--- config.mk ---
export PLATFORM = sky130hd
export DESIGN_NAME = fir_filter_seq_mac
export DESIGN_NICKNAME = d
export VERILOG_FILES = /design/src/rtl/fir_filter_seq_mac.sv
export SDC_FILE = /design/constraint.sdc
export NUM_CORES = 1
export LEC_CHECK = 0
export BUFFER_PORTS_ARGS = -buffer_cell sky130_fd_sc_hd__buf_4
export CAP_MARGIN = 20
export CORE_ASPECT_RATIO = 0.8
export CORE_MARGIN = 2
export CORE_UTILIZATION = 40
export DETAILED_ROUTE_END_ITERATION = 8
export PLACE_DENSITY = 0.62
export SETUP_SLACK_MARGIN = 0.3
export SYNTH_ARGS = -nofsm -noshare
export SYNTH_HDL_FRONTEND = slang
export SYNTH_SLANG_ARGS = --single-unit
export TNS_END_PERCENT = 5
--- constraint.sdc ---
create_clock -name clk -period 6.95 [get_ports clk]
set_input_delay 0 -clock clk [delete_from_list [all_inputs] [get_ports clk]]
set_output_delay 0 -clock clk [all_outputs]
set_load 0.1 [all_outputs]
--- src/rtl/fir_filter_seq_mac.sv ---
// fir_filter_seq_mac: TAPS-tap FIR filter built around a single time-multiplexed
// signed MAC. Runtime-loadable coefficients, valid/ready on both sides,
// arithmetic output scaling by OUT_SHIFT and output narrowing to OUT_WIDTH.
// Optional macro FIR_FILTER_SATURATE_EN: clamp to the OUT_WIDTH signed range and
// flag out_sat; without it the output wraps and out_sat is tied low.
module fir_filter_seq_mac #(
    parameter int DATA_WIDTH  = 8,
    parameter int COEFF_WIDTH = 8,
    parameter int TAPS        = 4,
    parameter int OUT_SHIFT   = 0,
    parameter int OUT_WIDTH   = 18,
    localparam int ACC_W      = DATA_WIDTH + COEFF_WIDTH + $clog2(TAPS),
    localparam int IDX_W      = ($clog2(TAPS) > 1) ? $clog2(TAPS) : 1
) (
    input  logic                          clk,
    input  logic                          rst,
    input  logic signed [DATA_WIDTH-1:0]  in_data,
    input  logic                          in_valid,
    output logic                          in_ready,
    output logic signed [OUT_WIDTH-1:0]   out_data,
    output logic                          out_valid,
    input  logic                          out_ready,
    output logic                          out_sat,
    input  logic                          coeff_wr_en,
    input  logic [IDX_W-1:0]              coeff_addr,
    input  logic signed [COEFF_WIDTH-1:0] coeff_data,
    output logic                          busy
);

    localparam int PROD_W = DATA_WIDTH + COEFF_WIDTH;
    localparam int WIDE_W = (ACC_W > OUT_WIDTH) ? ACC_W : OUT_WIDTH;

    typedef enum logic [1:0] {IDLE, MAC, OUT} state_t;

    state_t                        state, state_next;
    logic signed [DATA_WIDTH-1:0]  x     [TAPS];
    logic signed [COEFF_WIDTH-1:0] coeff [TAPS];
    logic signed [ACC_W-1:0]       acc;
    logic [IDX_W-1:0]              idx;
    logic signed [PROD_W-1:0]      prod;
    logic signed [ACC_W-1:0]       sum;
    logic signed [ACC_W-1:0]       scaled;
    logic signed [WIDE_W-1:0]      scaled_wide;
    logic                          last_tap;

    // Sign-extend (or pass through) the scaled sum so range checks and
    // narrowing work for any OUT_WIDTH relative to ACC_W.
    function automatic logic signed [WIDE_W-1:0] widen(input logic signed [ACC_W-1:0] v);
        return WIDE_W'(v);
    endfunction

`ifdef FIR_FILTER_SATURATE_EN
    localparam logic signed [WIDE_W-1:0] OUT_MAX = WIDE_W'({1'b0, {(OUT_WIDTH-1){1'b1}}});
    localparam logic signed [WIDE_W-1:0] OUT_MIN = -OUT_MAX - WIDE_W'(1);

    function automatic logic sat_hit(input logic signed [WIDE_W-1:0] v);
        return (v > OUT_MAX) || (v < OUT_MIN);
    endfunction

    function automatic logic signed [OUT_WIDTH-1:0] clamp(input logic signed [WIDE_W-1:0] v);
        if (v > OUT_MAX) return OUT_MAX[OUT_WIDTH-1:0];
        if (v < OUT_MIN) return OUT_MIN[OUT_WIDTH-1:0];
        return v[OUT_WIDTH-1:0];
    endfunction
`else
    function automatic logic signed [OUT_WIDTH-1:0] wrap(input logic signed [WIDE_W-1:0] v);
        return v[OUT_WIDTH-1:0];
    endfunction
`endif

    // MAC datapath: one full-width product per cycle added into the accumulator.
    always_comb begin
        prod        = PROD_W'(x[idx]) * PROD_W'(coeff[idx]);
        sum         = acc + ACC_W'(prod);
        scaled      = sum >>> OUT_SHIFT;
        scaled_wide = widen(scaled);
        last_tap    = (idx == IDX_W'(TAPS - 1));
    end

    // State register.
    always_ff @(posedge clk or posedge rst) begin
        if (rst) state <= IDLE;
        else     state <= state_next;
    end

    // Next-state and handshake outputs.
    always_comb begin
        state_next = state;
        in_ready   = 1'b0;
        busy       = 1'b1;
        case (state)
            IDLE: begin
                in_ready = 1'b1;
                busy     = 1'b0;
                if (in_valid) state_next = MAC;
            end
            MAC: begin
                if (last_tap) state_next = OUT;
            end
            OUT: begin
                if (out_ready) state_next = IDLE;
            end
            default: state_next = IDLE;
        endcase
    end

    // Delay line, accumulator and tap index.
    always_ff @(posedge clk or posedge rst) begin
        if (rst) begin
            for (int i = 0; i < TAPS; i++) x[i] <= '0;
            acc <= '0;
            idx <= '0;
        end else if (state == IDLE && in_valid) begin
            x[0] <= in_data;
            for (int i = 1; i < TAPS; i++) x[i] <= x[i-1];
            acc <= '0;
            idx <= '0;
        end else if (state == MAC) begin
            acc <= sum;
            idx <= idx + IDX_W'(1);
        end
    end

    // Coefficient bank; writes land only while idle, so a write on the
    // acceptance edge is already visible to that sample's MAC pass.
    always_ff @(posedge clk or posedge rst) begin
        if (rst) begin
            for (int i = 0; i < TAPS; i++) coeff[i] <= (i == 0) ? COEFF_WIDTH'(1) : '0;
        end else if (state == IDLE && coeff_wr_en && int'(coeff_addr) < TAPS) begin
            coeff[coeff_addr] <= coeff_data;
        end
    end

    // Output stage: loaded on the last MAC edge, held until the consumer takes it.
    always_ff @(posedge clk or posedge rst) begin
        if (rst) begin
            out_valid <= 1'b0;
            out_data  <= '0;
`ifdef FIR_FILTER_SATURATE_EN
            out_sat   <= 1'b0;
`endif
        end else if (state == MAC && last_tap) begin
            out_valid <= 1'b1;
`ifdef FIR_FILTER_SATURATE_EN
            out_data  <= clamp(scaled_wide);
            out_sat   <= sat_hit(scaled_wide);
`else
            out_data  <= wrap(scaled_wide);
`endif
        end else if (state == OUT && out_ready) begin
            out_valid <= 1'b0;
        end
    end

`ifndef FIR_FILTER_SATURATE_EN
    assign out_sat = 1'b0;
`endif

endmodule

Word level (Yosys, flattened, before mapping)
Index checks and enable logic that the tools add are counted.

Bitwise gates (word level): 2. Eq/ne operators: 6. Multiplexer cells: 21. $lt $le $gt $ge: 3. Add/sub/neg operators: 2. $mul: 1. Reductions and logical operators: 9.

Operators by type and width (number): 8-bit 2-to-1 mux (5); 18-bit 2-to-1 mux (2); 8-bit binary-select mux with 2-bit select (2); 32-bit bitwise mux (1); 18-bit by 16-bit adder with 18-bit output (1); 8-bit demux with 2-bit select (1); 8-bit by 8-bit multiplier with 16-bit output (1); 2-bit 2-to-1 mux (5); 3-bit >= comparator, second input constant (2); 2-bit inequality test, second input constant (3); 2-bit inverter with 3-bit output (2); 2-bit case mux with 3 select lines (1); 1-bit logical AND (5); 2-bit == test, second input constant (2); 1-bit 2-to-1 mux (4); 2-bit nonzero test (2); 3-bit by 1-bit less-than comparator with 1-bit output, second input constant (1); 3-bit AND reduction (1); 2-bit by 1-bit adder with 2-bit output, second input constant (1); 2-bit by 1-bit == test with 1-bit output, second input constant (1); 2-bit zero test (1).

Bits of input ports: 23. Output and inout bits: 22. Register bits: 105.

Logic depth before layout (Yosys ltp)
Depth after elaboration: 8. Mapped depth: 20. Mapped depth without buffers: 18.

Worst setup path after synthesis
No wires, ideal clock.

Path kind: reg2reg. Start point: register idx[1]. End point: register acc[15]. Slack: 1617 ps. Library setup time: 133 ps. Cell stages (with the launch flop): 19. Arrival: 5200 ps. Required time: 6817 ps. Cell sequence: dfrtp_1 -> buf_4 -> buf_4 -> mux4_2 -> and2_1 -> inv_1 -> fa_1 -> inv_1 -> fa_1 -> fa_1 -> fa_1 -> fa_1 -> ha_1 -> o21ai_1 -> o21ai_1 -> nand4_1 -> a31oi_1 -> xnor2_1 -> o21ai_0.

Cells in the longest elaborated chain, start to end: 8. Elaborated cells between the ends (all ways): 11. Those cells by class: add/sub: 1; mul: 1; mux: 8; bitwise: 1.

Ends and longest elaborated chain: start, declared (RTL line 39) `logic [IDX_W-1:0] idx;`; start signal, assigned (RTL line 120) `idx <= idx + IDX_W'(1);`; 2-bit inverter with 3-bit output (not written as such) * (RTL line 73) `prod = PROD_W'(x[idx]) * PROD_W'(coeff[idx]);`; 8-bit binary-select mux with 2-bit select (RTL line 73); 8-bit 2-to-1 mux (not written as such) (2 in series) (RTL line 73); 8-bit by 8-bit multiplier with 16-bit output * (RTL line 73); 18-bit by 16-bit adder with 18-bit output * (RTL line 74) `sum = acc + ACC_W'(prod);`; 18-bit 2-to-1 mux * (RTL line 118) `end else if (state == MAC) begin`; 18-bit 2-to-1 mux * (RTL line 113) `end else if (state == IDLE && in_valid) begin`; end signal, assigned (RTL line 119) `acc <= sum;`; end, declared (RTL line 38) `logic signed [ACC_W-1:0] acc;`.

Every way passes the cells marked *; elsewhere a longest branch is shown, timed or not. The select of a mux whose other input is x is not followed. A chain may end at the register's enable or synchronous reset.

Worst setup path after layout
Start point: register idx[0]. End point: register out_data[16].

Cells in the longest elaborated chain, start to end: 6. Elaborated cells between the ends (all ways): 11. Those cells by class: add/sub: 1; mul: 1; eq/ne: 1; mux: 6; bitwise: 1; reduce/logical: 1.

Ends and longest elaborated chain: 2-bit inverter with 3-bit output (not written as such) (RTL line 73); 8-bit binary-select mux with 2-bit select (RTL line 73); 8-bit 2-to-1 mux (not written as such) (2 in series) (RTL line 73); 8-bit by 8-bit multiplier with 16-bit output (RTL line 73); 18-bit by 16-bit adder with 18-bit output (RTL line 74); end signal, assigned (RTL line 148) `out_data <= wrap(scaled_wide);`; end, declared (RTL line 20) `output logic signed [OUT_WIDTH-1:0] out_data,`.

Parallel ways exist; a longest one is shown, timed or not. The select of a mux whose other input is x is not followed.

==> results.py <==
metrics = {
    "synth": {
        "postSynthCellCount": 634,
        "ys_types": 49,
        "async_flop_share_pct": 100,
        "yosysTopAreaCellShare_pct": 34.3,
        "synth_area_per_cell_um2": 12.0,
        "synth_edf_count": 0,
        "ys.flop_type": "dfrtp_1",
        "yosys.area.top_type": "dfrtp_1",
        "yosys-top-cells-area": "dfrtp_1, fa_1, mux2_2",
        "syn_area_um2": 7590,
        "ys_seq_elements": 105,
        "syn_nets": 780,
        "ys_warn_count": 0,
        "ys_seq_area_share_pct": 34.6,
    },
    "sta": {
        "skew_ns": 0.00876,
        "rsz0062_at_grt": "false",
        "holdWs_ns": 0.0917,
        "clock.fmax_mhz": 169,
        "fin_setup_tns_ns": 0,
        "period_minus_slack_ns": 5.90,
        "tightest_slew_ns": 0.987,
        "drv_slew": 0,
        "final.period_utilization_pct": 85.0,
        "relSlewSlack_pct": 34.0,
        "setup_viol": 0,
        "hold_viol": 0,
    },
    "cts": {
        "cts_root_buf": "clkbuf_16",
        "clkLatencyLatePin_ns": 0.36,
        "post_cts.repair.setup_buffers": 0,
        "htreeDepth": 3,
        "clockBufferDepth": 2,
        "cts.sinks": 105,
        "cts_tree": "done",
        "numCtsBuffers": 9,
        "clk_pin_slew_worst_paths_ns": 0.08,
    },
    "floorplan": {
        "die_h_um": 127,
        "io_pins": 45,
        "core_um2": 18800,
        "row_count": 45,
        "initial_core_util_pct": 40.3,
        "die-area_um2": 20100,
        "die_x_um": 158,
    },
    "global_route": {
        "grt_max_degree": 80,
        "grt_pass1_wl_mm": 26.2,
        "antenna_found_initial": 0,
        "overflow": 0,
        "grt_usage_pct": 16.8,
        "grt_pass1_vias": 5191,
    },
    "critical_path": {
        "critPathArrivalTime_ns": 6.10,
        "crit_path_end_kind": "flop",
        "critPathMostFrequentCell": "fa_1",
        "critPathKind": "flop to flop",
        "r2r-start": "idx[0]",
        "start_kind": "flop",
        "cp_slowest_cell": "dfrtp_1",
        "crit_start": "idx[0]",
        "required_ns": 7.15,
        "crit_chain": "mux4_2 > and2_1 > fa_1 > inv_1 > fa_1 > inv_1 > fa_1 > fa_1 > ha_1 > ha_1 > a21o_2 > a21o_1 > a21o_1 > a31oi_1 > xor2_1 > o21ai_0",
        "rrSetupSlack_ns": 1.05,
        "worstPathMaxFanout": 11,
        "critPathMaxStageDelay_ns": 0.73,
    },
    "final_layout": {
        "final_common_cell": "dfrtp_1",
        "nets": 842,
        "multi_input_area_um2": 4540,
        "most-common-layout-cells": "dfrtp_1, inv_1, fa_1",
        "nFillCells": 1722,
        "diodes": 0,
        "drive_above_1_share_pct": 24.0,
        "area_growth_pct": 14.8,
        "fin_area_um2": 8710,
        "register_area_um2": 2630,
    },
    "flow_run": {
        "max_cap_viol_count": 0,
    },
    "detailed_routing": {
        "drt_iter0_drc": 236,
        "routed_wire_length_per_instance_um": 15.6,
        "vias": 4724,
        "first_pass_iters": 4,
        "viasPerCell": 4.93,
        "wirelength_mm": 15.0,
        "remaining_drc_errors": 0,
        "ant_nets": 0,
    },
    "placed_design": {
        "hpwl_mm": 11.6,
        "globalplace.congestion": 0.861,
        "port_buffers": 43,
        "place_area_um2": 8190,
    },
    "min_path": {
        "hp-start": "coeff_addr[0]",
        "hold_path_class": "input pin to flop",
    },
    "run_status": {
        "outcome": "complete, no violations",
    },
}
-- state kept, by name, indices dropped and copies added (netlist names) --
signal and flops:
coeff 32, x 32, acc 18, out_data 18, idx 2, state 2, out_valid 1
-- cell usage after synthesis, types with 2 or more instances --
library cell and number:
o21ai_1 4, fa_1 80, clkbuf_1 7, a21oi_1 8
nand2_1 56, nand3_1 20, buf_4 4, xor2_1 9
nor2_1 9, a31oi_1 2, ha_1 43, and2_1 36
mux4_2 15, o21ai_2 2, mux2_2 71, o21ai_0 26
o21a_1 2, o21bai_1 3, dfrtp_1 104, inv_1 87
xnor2_1 11, buf_2 5, a21o_1 4
-- path summary, 6_finish.rpt --
kind	cells past startpoint	endpoint
worst max register to register	16	out_data[16]
worst min register to register	2	out_data[8]
worst min-delay path	3	coeff[30]
worst max-delay path	16	out_data[16]
max in group asynchronous	5	coeff[24]
min in group asynchronous	3	acc[6]
-- critical path: cells and delay by family, from the launching register on --
family	cells	cell delay, ns
fa+ha+maj	6	2.75
compound gates	5	0.85
flops	1	0.73
buf+inv	2	0.11
simple gates	1	0.43
mux	1	0.66
xor+xnor	1	0.20
-- timing repair --
| item | 4_1_cts | 5_1_grt |
|---|---|---|
| endpoints found under the hold margin | 68 | 0 |
| resized for setup | 0 | 0 |
| hold buffers | 18 | 0 |
-- cell type report --
cell class | count | area share [%]
well taps | 258 | 3.70
inverters | 87 | 3.78
clock inverters | 6 | 0.646
flip-flops and latches | 105 | 30.2
repair buffers | 68 | 6.98
clock buffers | 10 | 2.63
multi-input cells | 425 | 52.1
-- stage by stage --
step / setup slack [ns] / util [%] / std cells
after floorplan: 1.62 / - / 634
after global placement: 1.10 / 43.5 / 922
after detailed placement: 0.948 / 43.6 / 923
after CTS: 0.940 / 46.0 / 957
after global routing: 0.644 / 46.3 / 959
final: 1.05 / 46.3 / 959
-- cells by family (layout without fill, tap and decap cells) --
logic type	count (synthesis)	count (layout)	synth area share, %
adder cells (fa/ha/maj)	123	123	28.2
multiplexers	87	87	15.1
XOR/XNOR	20	20	2.31
buffers and inverters	104	171	5.52
flip-flops	105	105	34.6
AND/OR/NAND/NOR	135	135	9.30
other	1	1	0.0494
AO/OA/AOI/OAI	59	59	4.85
-- per-layer routing --
layer	up-vias	part of all wire, %	track usage [%]
met5	-	0	0
met4	0	1.6	5.30
met3	15	4.3	3.60
met2	77	45	25.5
met1	2425	49	24.2
li1	2207	-	-
Power is not shown: default switching activity piles up to over one toggle a cycle in this logic, so the estimate is an artifact.
